===== config.mk =====
export PLATFORM = sky130hd
export DESIGN_NAME = trap_ctrl_flat
export DESIGN_NICKNAME = d
export VERILOG_FILES = /design/src/rtl/trap_ctrl_if.sv /design/src/rtl/trap_ctrl.sv /design/src/flat_wrapper.sv
export SDC_FILE = /design/constraint.sdc
export NUM_CORES = 1
export LEC_CHECK = 0
export CORE_MARGIN = 2
export CORE_UTILIZATION = 40
export DETAILED_ROUTE_END_ITERATION = 10
export PLACE_DENSITY_LB_ADDON = 0.3
export SLEW_MARGIN = 20
export SYNTH_ARGS = -nofsm -noshare
export SYNTH_HDL_FRONTEND = slang
export SYNTH_SLANG_ARGS = --single-unit

===== constraint.sdc =====
create_clock -name clk -period 5.55 [get_ports clk]
set_input_delay 0.8325 -clock clk [delete_from_list [all_inputs] [get_ports clk]]
set_output_delay 0.8325 -clock clk [all_outputs]
set_load 0.02 [all_outputs]

===== src/rtl/trap_ctrl_if.sv =====
// Trap controller bus: commit-stage requests and CSR snapshots in,
// CSR write port and pipeline control out.
interface trap_ctrl_if;
  logic        exc_valid;
  logic [3:0]  exc_code;
  logic [31:0] trap_pc;
  logic        irq_ext;
  logic        irq_sw;
  logic        irq_timer;
  logic        mret;
  logic [31:0] mstatus;
  logic [31:0] mie;
  logic [31:0] mtvec;
  logic [31:0] mepc;

  logic        csr_we;
  logic [11:0] csr_waddr;
  logic [31:0] csr_wdata;
  logic        stall;
  logic        flush;
  logic        redirect_valid;
  logic [31:0] redirect_pc;
  logic        busy;

  modport master (
    output exc_valid, exc_code, trap_pc, irq_ext, irq_sw, irq_timer, mret,
           mstatus, mie, mtvec, mepc,
    input  csr_we, csr_waddr, csr_wdata, stall, flush, redirect_valid,
           redirect_pc, busy
  );

  modport slave (
    input  exc_valid, exc_code, trap_pc, irq_ext, irq_sw, irq_timer, mret,
           mstatus, mie, mtvec, mepc,
    output csr_we, csr_waddr, csr_wdata, stall, flush, redirect_valid,
           redirect_pc, busy
  );
endinterface


===== src/rtl/trap_ctrl.sv =====
// Machine-mode trap/MRET sequencer: serialises mepc/mcause/mstatus updates
// through a single CSR write port, then redirects fetch.
//
// state     | meaning
// ----------+-----------------------------------------------------------
// IDLE      | sampling exc/mret/irq requests
// W_MEPC    | writing mepc <= latched PC
// W_MCAUSE  | writing mcause <= latched cause
// W_MSTATUS | writing mstatus trap-entry image (MPIE<=MIE, MIE<=0, MPP=M)
// M_MSTATUS | writing mstatus MRET image (MIE<=MPIE, MPIE<=1, MPP=M)
// REDIRECT  | one-cycle flush + redirect, then back to IDLE
module trap_ctrl (
  input logic        clk,
  input logic        rst,
  trap_ctrl_if.slave bus
);

  typedef enum logic [2:0] {
    IDLE      = 3'd0,
    W_MEPC    = 3'd1,
    W_MCAUSE  = 3'd2,
    W_MSTATUS = 3'd3,
    M_MSTATUS = 3'd4,
    REDIRECT  = 3'd5
  } state_e;

  localparam logic [11:0] ADDR_MSTATUS = 12'h300;
  localparam logic [11:0] ADDR_MEPC    = 12'h341;
  localparam logic [11:0] ADDR_MCAUSE  = 12'h342;

  state_e      state_q;
  logic [31:0] pc_q;
  logic [31:0] cause_q;
  logic [31:0] mstatus_q;
  logic [31:0] mtvec_q;
  logic        mret_q;

  logic        csr_we_q;
  logic [11:0] csr_waddr_q;
  logic [31:0] csr_wdata_q;
  logic        flush_q;
  logic        redirect_valid_q;
  logic [31:0] redirect_pc_q;
  logic        busy_q;

  logic        take_ext_d;
  logic        take_sw_d;
  logic        take_timer_d;
  logic        take_irq_d;
  logic [3:0]  irq_code_d;
  logic        accept_trap_d;
  logic        accept_mret_d;
  logic [31:0] cause_d;
  logic [31:0] tvec_base_d;
  logic [31:0] target_d;

  logic unused_mie;
  assign unused_mie = ^{bus.mie[31:12], bus.mie[10:8], bus.mie[6:4], bus.mie[2:0]};

  function automatic logic [31:0] trap_mstatus(input logic [31:0] s);
    logic [31:0] r;
    r        = s;
    r[7]     = s[3];
    r[3]     = 1'b0;
    r[12:11] = 2'b11;
    return r;
  endfunction

  function automatic logic [31:0] mret_mstatus(input logic [31:0] s);
    logic [31:0] r;
    r        = s;
    r[3]     = s[7];
    r[7]     = 1'b1;
    r[12:11] = 2'b11;
    return r;
  endfunction

  // Interrupt arbitration: global MIE gate, then ext > sw > timer.
  always_comb begin
    take_ext_d   = bus.mstatus[3] & bus.irq_ext   & bus.mie[11];
    take_sw_d    = bus.mstatus[3] & bus.irq_sw    & bus.mie[3];
    take_timer_d = bus.mstatus[3] & bus.irq_timer & bus.mie[7];
    take_irq_d   = take_ext_d | take_sw_d | take_timer_d;
    irq_code_d   = 4'd0;
    if (take_ext_d)
      irq_code_d = 4'd11;
    else if (take_sw_d)
      irq_code_d = 4'd3;
    else if (take_timer_d)
      irq_code_d = 4'd7;
  end

  // Exception beats MRET beats interrupt; a simultaneous MRET is dropped.
  always_comb begin
    accept_trap_d = 1'b0;
    accept_mret_d = 1'b0;
    if (state_q == IDLE) begin
      if (bus.exc_valid)
        accept_trap_d = 1'b1;
      else if (bus.mret)
        accept_mret_d = 1'b1;
      else if (take_irq_d)
        accept_trap_d = 1'b1;
    end
    cause_d = bus.exc_valid ? {28'b0, bus.exc_code} : {1'b1, 27'b0, irq_code_d};
  end

  // Vectored mode only offsets interrupts; exceptions always land on the base.
  always_comb begin
    tvec_base_d = {mtvec_q[31:2], 2'b00};
    if (mret_q)
      target_d = {pc_q[31:2], 2'b00};
    else if (mtvec_q[1:0] == 2'b01 && cause_q[31])
      target_d = tvec_base_d + {26'b0, cause_q[3:0], 2'b00};
    else
      target_d = tvec_base_d;
  end

  always_ff @(posedge clk or posedge rst) begin
    if (rst) begin
      state_q          <= IDLE;
      pc_q             <= '0;
      cause_q          <= '0;
      mstatus_q        <= '0;
      mtvec_q          <= '0;
      mret_q           <= 1'b0;
      csr_we_q         <= 1'b0;
      csr_waddr_q      <= '0;
      csr_wdata_q      <= '0;
      flush_q          <= 1'b0;
      redirect_valid_q <= 1'b0;
      redirect_pc_q    <= '0;
      busy_q           <= 1'b0;
    end else begin
      csr_we_q         <= 1'b0;
      csr_waddr_q      <= '0;
      csr_wdata_q      <= '0;
      flush_q          <= 1'b0;
      redirect_valid_q <= 1'b0;
      redirect_pc_q    <= '0;
      case (state_q)
        IDLE: begin
          if (accept_trap_d) begin
            pc_q        <= bus.trap_pc;
            cause_q     <= cause_d;
            mstatus_q   <= bus.mstatus;
            mtvec_q     <= bus.mtvec;
            mret_q      <= 1'b0;
            busy_q      <= 1'b1;
            csr_we_q    <= 1'b1;
            csr_waddr_q <= ADDR_MEPC;
            csr_wdata_q <= bus.trap_pc;
            state_q     <= W_MEPC;
          end else if (accept_mret_d) begin
            pc_q        <= bus.mepc;
            mstatus_q   <= bus.mstatus;
            mret_q      <= 1'b1;
            busy_q      <= 1'b1;
            csr_we_q    <= 1'b1;
            csr_waddr_q <= ADDR_MSTATUS;
            csr_wdata_q <= mret_mstatus(bus.mstatus);
            state_q     <= M_MSTATUS;
          end
        end
        W_MEPC: begin
          csr_we_q    <= 1'b1;
          csr_waddr_q <= ADDR_MCAUSE;
          csr_wdata_q <= cause_q;
          state_q     <= W_MCAUSE;
        end
        W_MCAUSE: begin
          csr_we_q    <= 1'b1;
          csr_waddr_q <= ADDR_MSTATUS;
          csr_wdata_q <= trap_mstatus(mstatus_q);
          state_q     <= W_MSTATUS;
        end
        W_MSTATUS, M_MSTATUS: begin
          flush_q          <= 1'b1;
          redirect_valid_q <= 1'b1;
          redirect_pc_q    <= target_d;
          state_q          <= REDIRECT;
        end
        REDIRECT: begin
          busy_q  <= 1'b0;
          state_q <= IDLE;
        end
        default: begin
          busy_q  <= 1'b0;
          state_q <= IDLE;
        end
      endcase
    end
  end

  assign bus.csr_we         = csr_we_q;
  assign bus.csr_waddr      = csr_waddr_q;
  assign bus.csr_wdata      = csr_wdata_q;
  assign bus.flush          = flush_q;
  assign bus.redirect_valid = redirect_valid_q;
  assign bus.redirect_pc    = redirect_pc_q;
  assign bus.busy           = busy_q;
  // Reset forces stall low even while a request line is still held.
  assign bus.stall          = busy_q | (~rst & (accept_trap_d | accept_mret_d));

endmodule


===== src/flat_wrapper.sv =====
// flat-port wrapper written by rule: the top's interface ports become plain ports
module trap_ctrl_flat 
  (clk, rst, bus_exc_valid, bus_exc_code, bus_trap_pc, bus_irq_ext, bus_irq_sw, bus_irq_timer, bus_mret, bus_mstatus, bus_mie, bus_mtvec, bus_mepc, bus_csr_we, bus_csr_waddr, bus_csr_wdata, bus_stall, bus_flush, bus_redirect_valid, bus_redirect_pc, bus_busy);
  trap_ctrl_if bus_i ();
  input logic clk;
  input logic rst;
  input wire logic [$bits(bus_i.exc_valid)-1:0] bus_exc_valid;
  input wire logic [$bits(bus_i.exc_code)-1:0] bus_exc_code;
  input wire logic [$bits(bus_i.trap_pc)-1:0] bus_trap_pc;
  input wire logic [$bits(bus_i.irq_ext)-1:0] bus_irq_ext;
  input wire logic [$bits(bus_i.irq_sw)-1:0] bus_irq_sw;
  input wire logic [$bits(bus_i.irq_timer)-1:0] bus_irq_timer;
  input wire logic [$bits(bus_i.mret)-1:0] bus_mret;
  input wire logic [$bits(bus_i.mstatus)-1:0] bus_mstatus;
  input wire logic [$bits(bus_i.mie)-1:0] bus_mie;
  input wire logic [$bits(bus_i.mtvec)-1:0] bus_mtvec;
  input wire logic [$bits(bus_i.mepc)-1:0] bus_mepc;
  output wire logic [$bits(bus_i.csr_we)-1:0] bus_csr_we;
  output wire logic [$bits(bus_i.csr_waddr)-1:0] bus_csr_waddr;
  output wire logic [$bits(bus_i.csr_wdata)-1:0] bus_csr_wdata;
  output wire logic [$bits(bus_i.stall)-1:0] bus_stall;
  output wire logic [$bits(bus_i.flush)-1:0] bus_flush;
  output wire logic [$bits(bus_i.redirect_valid)-1:0] bus_redirect_valid;
  output wire logic [$bits(bus_i.redirect_pc)-1:0] bus_redirect_pc;
  output wire logic [$bits(bus_i.busy)-1:0] bus_busy;
  assign bus_i.exc_valid = bus_exc_valid;
  assign bus_i.exc_code = bus_exc_code;
  assign bus_i.trap_pc = bus_trap_pc;
  assign bus_i.irq_ext = bus_irq_ext;
  assign bus_i.irq_sw = bus_irq_sw;
  assign bus_i.irq_timer = bus_irq_timer;
  assign bus_i.mret = bus_mret;
  assign bus_i.mstatus = bus_mstatus;
  assign bus_i.mie = bus_mie;
  assign bus_i.mtvec = bus_mtvec;
  assign bus_i.mepc = bus_mepc;
  assign bus_csr_we = bus_i.csr_we;
  assign bus_csr_waddr = bus_i.csr_waddr;
  assign bus_csr_wdata = bus_i.csr_wdata;
  assign bus_stall = bus_i.stall;
  assign bus_flush = bus_i.flush;
  assign bus_redirect_valid = bus_i.redirect_valid;
  assign bus_redirect_pc = bus_i.redirect_pc;
  assign bus_busy = bus_i.busy;
  trap_ctrl u_core (.clk(clk), .rst(rst), .bus(bus_i));
endmodule

After elaboration in Yosys (flattened, before gate mapping)
Cells that the tools add are included.
{"block": "word_totals", "regBits": 211, "input_bits": 171, "out_inout_bits": 81}
{"block": "classes", "n_addsub": 1, "n_eq_ne": 6, "mux": 35, "bitwise_logic": 13, "n_reduce_logical": 9}
{"operator": "32-bit 2-to-1 mux", "count": 10}
{"operator": "32-bit one-hot mux with 3 select lines", "count": 1}
{"operator": "12-bit one-hot mux with 3 select lines", "count": 1}
{"operator": "32-bit by 6-bit adder with 32-bit output", "count": 1}
{"operator": "1-bit 2-to-1 mux", "count": 13}
{"operator": "12-bit 2-to-1 mux", "count": 1}
{"operator": "3-bit one-hot mux with 4 select lines", "count": 1}
{"operator": "10-bit 2-to-1 mux", "count": 1}
{"operator": "3-bit 2-to-1 mux", "count": 3}
{"operator": "4-bit 2-to-1 mux", "count": 2}
{"operator": "1-bit bitwise AND", "count": 7}
{"operator": "3-bit by 2-bit equality test with 1-bit output, second input constant", "count": 2}
{"operator": "2-bit AND reduction", "count": 3}
{"operator": "1-bit OR", "count": 4}
{"operator": "1-bit one-hot mux with 2 select lines", "count": 2}
{"operator": "2-bit OR reduction", "count": 2}
{"operator": "4-bit OR reduction", "count": 1}
{"operator": "3-bit by 1-bit equality test with 1-bit output, second input constant", "count": 1}
{"operator": "3-bit equality test, second input constant", "count": 1}
{"operator": "3-bit zero test", "count": 1}
{"operator": "3-bit by 1-bit inequality test with 1-bit output, second input constant", "count": 1}
{"operator": "2-bit by 1-bit equality test with 1-bit output, second input constant", "count": 1}
{"operator": "1-bit NOT", "count": 2}
{"operator": "2-bit nonzero test", "count": 1}
{"operator": "1-bit logical AND", "count": 1}

Logic depth before layout (Yosys ltp)
{"block": "depth", "depth_word": 11, "ltp_mapped": 9, "ltp_nobuf": 8}

Least setup slack after synthesis
OpenSTA, ideal clock, no wires.
{"block": "synth_timing", "path_kind": "input-to-output", "from": "in bus_exc_valid", "to": "out bus_stall", "arrival_time_ps": 2534, "required_ps": 4718, "setup_slack_ps": 2184, "path_stages": 8, "n_path_buf": 4, "cell_sequence": "buf_2 > nor2b_1 > or4_1 > o22a_1 > buf_2 > buf_6 > buf_2 > o21bai_1"}
{"block": "synth_via", "elab_chain_len": 5, "word_cells_on_any_way": 7, "classes_between": "mux: 4; bitwise: 3"}
{"element": "start: declaration", "line": "flat_wrapper.sv:7", "text": "input wire logic [$bits(bus_i.exc_valid)-1:0] bus_exc_valid;"}
{"element": "1-bit 2-to-1 mux", "line": "trap_ctrl.sv:98", "text": "if (bus.exc_valid)"}
{"element": "1-bit 2-to-1 mux", "line": "trap_ctrl.sv:97", "text": "if (state_q == IDLE) begin"}
{"element": "1-bit OR (*)", "line": "trap_ctrl.sv:203", "text": "assign bus.stall = busy_q | (~rst & (accept_trap_d | accept_mret_d));"}
{"element": "1-bit bitwise AND (*)", "line": "trap_ctrl.sv:203"}
{"element": "1-bit OR (*)", "line": "trap_ctrl.sv:203"}
{"element": "end: declaration", "line": "flat_wrapper.sv:21", "text": "output wire logic [$bits(bus_i.stall)-1:0] bus_stall;"}
Mark *: on every way between the ends. The rest lies on a longest branch, timed or not.

Final worst setup path
Ends and elaborated chain as after synthesis.

==> flow_summary.ini <==
[clock_tree]
clockBufferDepth = 2
clock_tree.root_cell = clkbuf_16
tritoncts.num_buffers = 17
post-cts-setup-buffers = 0
cts_sinks = 168
worstSkewPairLatency_ns = 0.42
worst_setup_hold_path_clk_slew_ns = 0.06
cts_max_level = 4
tritoncts = done
cts_hold_buffers = 0
cts_repair_resize_count = 0

[placed_design]
dpl_cell_area_sq_um = 9702
gp_congestion = 0.8815
buffer_ports.inserted = 209
pre_cts_ws_ns = 1.530
dp.final_hpwl_mm = 14.10

[synth]
main_area_contributors_after_synthesis = dfrtp_1 (56%), mux2_2 (9.0%), nand2_1 (4.4%), a222oi_1 (3.2%), o21ai_0 (2.6%)
synth.most_common_cell = dfrtp_1
postSynthAreaPerCell_sq_um = 11.32
synth_enable_flop_cells = 0
dominantRegCellSynth = dfrtp_1
netlist_top_cells_count = dfrtp_1 (168), nand2_1 (88), mux2_2 (60), o21ai_0 (39), a21oi_1 (38)
yosysTopAreaCellShare_pct = 56.29
synthesis.yosys.warnings = 0
fraction_of_registers_with_async_set_reset_pct = 100.0
syn-cell-area_sq_um = 7468
synth_area_leader_cell = dfrtp_1
syn_inst = 660
synth.ff_latch_count = 168
distinct_cell_type_count_of_the_synthesized_netlist = 50
seq_area_frac_synth_pct = 56.29

[setup_path]
worstReg2RegStart = u_core.cause_q[0]$_DFFE_PP0P_
crit_required_ns = 4.72
timing.critical_path.from = bus_exc_valid
cp.arrival_ns = 3.23
critical_path.max_fanout = 9
critical_path.endpoint_type = primary output
setup.worst_path.start_class = input port
critPathKind = input port to primary output

[floorplanning]
initial_core_util_pct = 41.15
design.core.area_sq_um = 18150
floorplan.rows = 49
dieArea_sq_um = 19780
die-width_um = 140.6
floorplan.io_pins = 252
die_h_um = 140.6

[sta]
post-route-worst-setup-slack_ns = 1.490
fin_skew_ns = 0.006989
timing_hold_violations_final = 0
setup-tns-final_ns = 0
max_freq_ghz = 0.2463
period_minus_slack_ns = 4.060
transition_time_at_the_pin_with_the_least_slew_margin_ns = 1.079
setup_viol_count_final = 0
slew_hr_pct = 27.92
layout_worst_path_cycle_share_pct = 73.16
finalMaxSlewViolations = 0
grt_setup_unrepaired = false

[grt]
via_count_of_the_first_global_routing_pass = 5581
wire_length_of_the_first_global_routing_pass_mm = 31.52
globalRouteTotalUtil_pct = 20.59
antenna_found_initial = 0
maximum_number_of_pins_on_one_net_before_global_route_repair = 101
global_route.overflow_total = 0

[cells_and_area]
share_of_final_layout_standard_cells_stronger_than_drive_strength_1_pct = 13.43
flow.area_growth_from_synthesis_pct = 38.21
antenna-diode-count = 0
fin_nets = 1028
ff_latch_area_sq_um = 4204
multi_input_area_sq_um = 2902
final_area_sq_um = 10320
fill_cells = 1588

[drt]
final_ant_viol_nets = 0
detailedRoute.firstIterationViolations = 434
total_wire_length_mm = 20.17
via_per_inst = 5.247
drc = 0
dr.pass1.iters = 7
detailroute.via_count = 5735
wl_per_cell_um = 18.45

[pwr]
powerDensity_nw_per_um2 = 577.0
vdd.ir_drop.worst_uv = 244.1
power.leakage_uw = 0.004460
post-layout-total-power_uw = 5956

[worst_hold_path]
holdCritStartpoint = u_core.pc_q[20]$_DFFE_PP0P_
min-delay-path-class = flip-flop to flip-flop

[flow_run]
maxCapViolations = 0

[status]
status = finished clean
## final timing paths
check,slack [ns],depth (start not counted),endpoint
min in group asynchronous,1.02,2,u_core.bus.csr_wdata[4]$_DFF_PP0_
max,1.49,6,bus_stall
max reg2reg,2.69,8,u_core.bus.redirect_pc[24]$_DFF_PP0_
max in group asynchronous,3.50,3,u_core.mstatus_q[23]$_DFFE_PP0P_
min,0.46,2,u_core.pc_q[20]$_DFFE_PP0P_
min reg2reg,0.46,2,u_core.pc_q[20]$_DFFE_PP0P_
## sequential cells by signal, indices dropped and copies added (netlist names)
name / flops
u_core.bus.busy: 1
u_core.bus.csr_waddr: 4
u_core.cause_q: 5
u_core.bus.flush: 1
u_core.mtvec_q: 32
u_core.mret_q: 1
u_core.pc_q: 30
u_core.mstatus_q: 29
u_core.state_q: 3
u_core.bus.csr_wdata: 32
u_core.bus.redirect_pc: 30
## layer usage
metal  part of all wire (%)  global-route usage [%]
met1                     47                   30.15
met2                     46                   31.30
met3                    5.5                   4.144
met4                    1.3                   5.895
met5                      0                       0
## cell families after synthesis
| kind of cell | Yosys count | share of synthesized area, % |
|---|---|---|
| DFF | 168 | 56.29 |
| AOI/OAI and AO/OA | 142 | 12.45 |
| and+or+nand+nor | 163 | 11.21 |
| buffers and inverters | 84 | 5.512 |
| xor gates and xnor gates | 27 | 3.166 |
| adders and majority gates | 5 | 0.9382 |
| muxes | 70 | 10.39 |
| other | 1 | 0.05021 |
## placed cells by master (no fill, tap or decap), drive strengths merged, types with 2 or more instances in the layout
cell type        n
a211oi           5
a21o             2
a21oi           38
a222oi          24
a22oi           25
a31oi            4
and3             3
and4             2
buf             10
bufinv           4
clkbuf          20
clkdlybuf4s50  209
clkinv           5
clkinvlp         3
conb             9
dfrtp          168
ha               4
inv             29
mux2            60
mux2i           10
nand2           88
nand2b           2
nand3           10
nand4            6
nand4b           2
nor2            20
nor3             2
nor3b            6
nor4             7
nor4b            5
o21ai           39
o21bai           2
or2              3
or4              2
xnor2           18
xor2             9
## report_power, final
group          leakage (uW)  total (uW)  switching (uW)  internal [uW]
clock network      0.000292        1250             489            764
logic               0.00207        2490            1310           1180
registers           0.00209        2210             400           1810
## through the flow
step	utilization (%)	hold WS (ns)	cells
global placement	53.46	0.4473	1062
CTS	56.88	0.4690	1093
floorplan	-	0.4332	668
detailed placement	53.46	0.4544	1062
global route	56.88	0.4905	1093
finish	56.88	0.4595	1093
## area by class of cell
cell class | instances | area share (%)
Clock buffer | 20 | 4.327
Timing Repair Buffer | 219 | 21.24
Inverter | 30 | 1.139
Sequential cell | 168 | 40.73
Tap cell | 229 | 2.776
Multi-Input combinational cell | 416 | 28.11
Clock inverter | 11 | 1.685
## critical path, stage by stage
cell             delay (ns)
clkdlybuf4s50_1        0.68
nor2b_1                0.15
or4_1                  0.52
o22a_2                 0.29
o21bai_1               0.14
clkdlybuf4s50_1        0.62
(Power assumes the default switching activity.)
